File: src/rtl/alu_pipe.sv
// alu_pipe: two-stage pipelined ALU with a valid/ready handshake on both sides.
// S1 captures the operands and opcode. The result and N/Z/C/V flags are
// computed combinationally from S1 and registered into S2, which drives the
// outputs. An internal carry register (CF) chains multi-word ADD/SUB sequences.
// Optional build macro: ALU_PIPE_SIGNED_SLT_EN makes SLT a signed compare;
// without it, SLT compares unsigned.
module alu_pipe #(
  parameter int WIDTH = 8
) (
  input  logic             clk,
  input  logic             rst,
  input  logic             in_valid,
  output logic             in_ready,
  input  logic [WIDTH-1:0] A,
  input  logic [WIDTH-1:0] B,
  input  logic [2:0]       OPCODE,
  input  logic             Cin,
  input  logic             CSEL,
  output logic             out_valid,
  input  logic             out_ready,
  output logic [WIDTH-1:0] Y,
  output logic             N,
  output logic             Z,
  output logic             C,
  output logic             V
);

  localparam logic [2:0] OP_AND = 3'd0;
  localparam logic [2:0] OP_OR  = 3'd1;
  localparam logic [2:0] OP_XOR = 3'd2;
  localparam logic [2:0] OP_SRL = 3'd3;
  localparam logic [2:0] OP_SLL = 3'd4;
  localparam logic [2:0] OP_SUB = 3'd5;
  localparam logic [2:0] OP_ADD = 3'd6;
  localparam logic [2:0] OP_SLT = 3'd7;

  // WIDTH always fits in WIDTH bits because WIDTH >= 2.
  localparam logic [WIDTH-1:0] LP_WIDTH = WIDTH'(WIDTH);

  // S1 stage registers
  logic             r_s1_valid;
  logic [WIDTH-1:0] r_a;
  logic [WIDTH-1:0] r_b;
  logic [2:0]       r_op;
  logic             r_cin;
  logic             r_csel;
  // internal carry register used for chained ADD/SUB
  logic             r_cf;

  // handshake and datapath wires
  logic             w_adv;
  logic             w_accept;
  logic             w_move;
  logic             w_cin;
  logic             w_lt;
  logic             w_shift_big;
  logic             w_is_arith;
  logic [WIDTH:0]   w_sum;
  logic [WIDTH:0]   w_diff;
  logic [WIDTH-1:0] w_y;
  logic             w_c;
  logic             w_v;

  // S2 can take a new entry when it is empty or being drained this cycle.
  assign w_adv    = !out_valid || out_ready;
  assign in_ready = !r_s1_valid || w_adv;
  assign w_accept = in_valid && in_ready;
  assign w_move   = r_s1_valid && w_adv;

  // CF is read directly: an ADD/SUB that left S1 on the previous edge has
  // already written it, so back-to-back chaining needs no forwarding.
  assign w_cin       = r_csel ? r_cf : r_cin;
  assign w_sum       = {1'b0, r_a} + {1'b0, r_b} + {{WIDTH{1'b0}}, w_cin};
  assign w_diff      = {1'b0, r_a} - {1'b0, r_b} - {{WIDTH{1'b0}}, w_cin};
  assign w_shift_big = (r_b >= LP_WIDTH);
  assign w_is_arith  = (r_op == OP_ADD) || (r_op == OP_SUB);

`ifdef ALU_PIPE_SIGNED_SLT_EN
  assign w_lt = ($signed(r_a) < $signed(r_b));
`else
  assign w_lt = (r_a < r_b);
`endif

  // Combinational ALU: result, carry/borrow and overflow from the S1 contents.
  always_comb begin
    w_y = {WIDTH{1'b0}};
    w_c = 1'b0;
    w_v = 1'b0;
    case (r_op)
      OP_AND: w_y = r_a & r_b;
      OP_OR:  w_y = r_a | r_b;
      OP_XOR: w_y = r_a ^ r_b;
      OP_SRL: begin
        if (w_shift_big) begin
          w_y = {WIDTH{1'b0}};
        end else begin
          w_y = r_a >> r_b;
        end
      end
      OP_SLL: begin
        if (w_shift_big) begin
          w_y = {WIDTH{1'b0}};
        end else begin
          w_y = r_a << r_b;
        end
      end
      OP_SUB: begin
        w_y = w_diff[WIDTH-1:0];
        w_c = w_diff[WIDTH];
        w_v = (r_a[WIDTH-1] != r_b[WIDTH-1]) && (w_diff[WIDTH-1] != r_a[WIDTH-1]);
      end
      OP_ADD: begin
        w_y = w_sum[WIDTH-1:0];
        w_c = w_sum[WIDTH];
        w_v = (r_a[WIDTH-1] == r_b[WIDTH-1]) && (w_sum[WIDTH-1] != r_a[WIDTH-1]);
      end
      OP_SLT: w_y = {{(WIDTH-1){1'b0}}, w_lt};
      default: begin
        w_y = {WIDTH{1'b0}};
        w_c = 1'b0;
        w_v = 1'b0;
      end
    endcase
  end

  // S1 capture: load on accept, empty when the held entry advances alone.
  always_ff @(posedge clk or posedge rst) begin
    if (rst) begin
      r_s1_valid <= 1'b0;
      r_a        <= {WIDTH{1'b0}};
      r_b        <= {WIDTH{1'b0}};
      r_op       <= 3'd0;
      r_cin      <= 1'b0;
      r_csel     <= 1'b0;
    end else if (w_accept) begin
      r_s1_valid <= 1'b1;
      r_a        <= A;
      r_b        <= B;
      r_op       <= OPCODE;
      r_cin      <= Cin;
      r_csel     <= CSEL;
    end else if (w_move) begin
      r_s1_valid <= 1'b0;
    end
  end

  // S2 output registers: load from the ALU on advance, drop valid once consumed.
  always_ff @(posedge clk or posedge rst) begin
    if (rst) begin
      out_valid <= 1'b0;
      Y         <= {WIDTH{1'b0}};
      N         <= 1'b0;
      Z         <= 1'b0;
      C         <= 1'b0;
      V         <= 1'b0;
    end else if (w_move) begin
      out_valid <= 1'b1;
      Y         <= w_y;
      N         <= w_y[WIDTH-1];
      Z         <= (w_y == {WIDTH{1'b0}});
      C         <= w_c;
      V         <= w_v;
    end else if (out_ready) begin
      out_valid <= 1'b0;
    end
  end

  // Carry register: captures C of each ADD/SUB as it enters S2.
  always_ff @(posedge clk or posedge rst) begin
    if (rst) begin
      r_cf <= 1'b0;
    end else if (w_move && w_is_arith) begin
      r_cf <= w_c;
    end
  end

endmodule
File: config.mk
export PLATFORM = sky130hd
export DESIGN_NAME = alu_pipe
export DESIGN_NICKNAME = d
export VERILOG_FILES = /design/src/rtl/alu_pipe.sv
export SDC_FILE = /design/constraint.sdc
export NUM_CORES = 1
export LEC_CHECK = 0
export CAP_MARGIN = 40
export CORE_MARGIN = 1
export CORE_UTILIZATION = 58
export DETAILED_ROUTE_END_ITERATION = 16
export GPL_ROUTABILITY_DRIVEN = 0
export PLACE_DENSITY = 0.82
export SETUP_SLACK_MARGIN = 0.3
export SYNTH_ARGS = -nofsm -noshare
export SYNTH_HDL_FRONTEND = slang
export SYNTH_SLANG_ARGS = --single-unit
File: constraint.sdc
create_clock -name clk -period 7.98 [get_ports clk]
set_clock_uncertainty 0.05 [all_clocks]
set_input_delay 1.596 -clock clk [delete_from_list [all_inputs] [get_ports clk]]
set_output_delay 1.596 -clock clk [all_outputs]
set_load 0.03 [all_outputs]
==> impl_metrics.py <==
metrics = {
    "outcome": {
        "status": "completed",
    },
    "drt": {
        "drtAntennaViolNets": 0,
        "dr.pass1.iters": 8,
        "viasPerCell": 6.782,
        "wl_per_cell_um": 19.45,
        "wirelength_um": 9260,
        "drtIter0Drc": 319,
        "num_vias": 3228,
        "drc_errors": 0,
    },
    "grt": {
        "grt-ovfl-total": 0,
        "grt_util_met2_pct": 50.43,
        "grt_pass1_wl_um": 15030,
        "grt_pass1_vias": 3139,
        "antenna_found_initial": 0,
        "grt_util_all_layers_pct": 31.16,
        "globalRoute.busiestLayer": "met2",
        "grt_max_degree": 36,
        "use_met1_pct": 39.62,
        "grt.met3_usage_pct": 5.371,
    },
    "clock_network": {
        "cts_buffer_depth": 2,
        "cts_root_buf": "clkbuf_8",
        "clock_latency_ps": 300,
        "cts_setup_buffers": 0,
        "cts_made_buffers": 5,
        "ctsResizeCount": 0,
        "cts.sinks": 35,
        "h-tree-depth": 2,
        "clkTransAtPathRegs_ps": 90,
        "cts_tree": "yes",
        "ctsHoldBuffers": 0,
    },
    "synthesis": {
        "async_reset_ff_share_pct": 100.0,
        "synth-seq-cells": 35,
        "postSynthCellCount": 377,
        "netlist_area_mm2": 0.003473,
        "ys.flop_type": "dfrtp_1",
        "synth_most_common_cell": "ha_1",
        "synthTopCellsByCount": "ha_1, dfrtp_1, inv_1",
        "synth_top_cell_area_share_pct": 25.22,
        "synth-edff-count": 0,
        "synthTopCellsByArea": "dfrtp_1, ha_1, mux2_1",
        "yosysWarningCount": 0,
        "synth_cell_type_count": 66,
        "synth_fp_nets": 444,
        "synth.largest_area_cell": "dfrtp_1",
        "ys_seq_area_share_pct": 25.22,
        "avgSynthCellArea_um2": 9.213,
    },
    "place": {
        "place_area_mm2": 0.003846,
        "numPortBuffers": 38,
        "dp_cells": 468,
        "place_hpwl_um": 6580,
        "place_ws_ps": 3441,
    },
    "hold_path": {
        "worstHoldPathType": "reg -> reg",
    },
    "worst_setup_path": {
        "end_kind": "primary output",
        "critical_path_class": "in -> out",
        "worstPathMaxFanout": 3,
        "arrival_ps": 2900,
        "start_kind": "primary input",
        "crit_required_ps": 6330,
    },
    "pwr": {
        "finalPower_mw": 1.006,
        "p_seq_share_pct": 27.9,
        "pwr-share-clk_pct": 16.3,
        "p_per_area_mw_per_mm2": 254.2,
        "switching_share_pct": 45.15,
        "leakagePower_nw": 1.694,
        "p_switching_mw": 0.4544,
        "p_comb_share_pct": 55.8,
        "ir_worst_vdd_uv": 195.9,
        "p_int_mw": 0.5520,
    },
    "sta": {
        "worst_slew_pin_slew_ps": 853.4,
        "maxSlewHeadroom_pct": 43.11,
        "final_hold_viol_count": 0,
        "final.setup.worst_slack_ps": 3437,
        "setup_violations": 0,
        "hold_slack_ps": 449.2,
        "tns_ps": 0,
        "fmax_ghz": 0.2201,
        "slew_violations": 0,
        "rsz0062_at_grt": "no",
        "min_period_ps": 4543,
        "fin_crit_sh_pct": 56.93,
    },
    "floorplan": {
        "coreArea_mm2": 0.005642,
        "dieArea_mm2": 0.006302,
        "row_count": 27,
        "die_w_um": 79.39,
        "num_io_pins": 39,
        "die_y_um": 79.39,
        "start_util_pct": 61.57,
    },
    "final_layout": {
        "drive_gt1_share_pct": 6.931,
        "nets": 470,
        "insertedDiodeCount": 0,
        "area_growth_syn_to_layout_pct": 13.98,
        "utilization_pct": 70.17,
        "fin_cells": 476,
        "design_area_mm2": 0.003959,
    },
    "flow_run": {
        "maxCapViolations": 0,
    },
}
## cell usage in the layout, fill, tap and decap left out, types with 3 or more instances in the layout
cell	instances
mux2_1	22
ha_1	38
a31oi_1	3
nand4_1	3
nor3_1	16
mux2_2	5
nand2_1	19
o21ai_1	10
o21ai_0	12
fa_1	4
nor3b_1	6
clkdlybuf4s50_1	38
o21a_1	7
clkbuf_8	5
a21oi_1	15
o31ai_1	3
dfrtp_1	35
a211oi_1	5
nor2_1	23
nor2b_1	6
inv_2	3
o32ai_1	4
o22ai_1	8
nand2b_1	10
xor2_1	4
mux2i_1	11
and3b_1	4
inv_1	27
nor4_1	4
mux4_2	4
## critical path, cell delays in order
cell and delay, ps:
clkdlybuf4s50_1 470, nand3b_1 140, clkdlybuf4s50_1 690
## power by group through the flow
stage                     sequential, mW  clock (mW)  combinational (mW)
after floorplan                    0.291           0               0.378
after global routing               0.286       0.173               0.605
after CTS                          0.278       0.166               0.551
final                              0.281       0.164               0.562
after global placement             0.280           0               0.526
after detailed placement           0.281           0               0.541
## final timing paths
path	startpoint	endpoint	slack, ps	depth (start not counted)
setup reg to reg	r_b[2]	Z	4390	9
min in group asynchronous	rst	r_cin	1640	3
setup / recovery	out_ready	in_ready	3440	3
max in group asynchronous	rst	r_b[7]	5910	3
hold / removal	Y[5]	Y[5]	450	2
hold reg to reg	Y[5]	Y[5]	450	2
## state kept, by name (all words and copies together), names as in the netlist
register	count
Y	8
r_a	8
r_b	8
r_op	3
C	1
V	1
Z	1
out_valid	1
r_cf	1
r_cin	1
r_csel	1
r_s1_valid	1
## cell type report
cell class,instances,area [µm²]
inverters,31,116.4
flip-flops and latches,35,875.8
fillers,426,1683
multi-input cells,289,2354
clock buffers,5,68.82
well taps,72,90.09
repair buffers,41,410.4
clock inverters,3,43.79
## kinds of logic (layout without fill, tap and decap cells)
family                     count (synthesis)  count (layout)  synth area share, %
muxes                                     44              44                15.71
DFF                                       35              35                25.22
adders and majority gates                 42              42                15.99
and+or+nand+nor                          101             101                15.49
AOI/OAI and AO/OA                         96              96                19.06
buffers and inverters                     53              80                7.024
xor gates and xnor gates                   6               6                1.513
## layer usage
metal	wire length, µm	up-vias
li1	-	1427
met2	4288	192
met5	0	-
met4	402	0
met1	3805	1561
met3	764	48
Power figures use the tool's default switching activity.
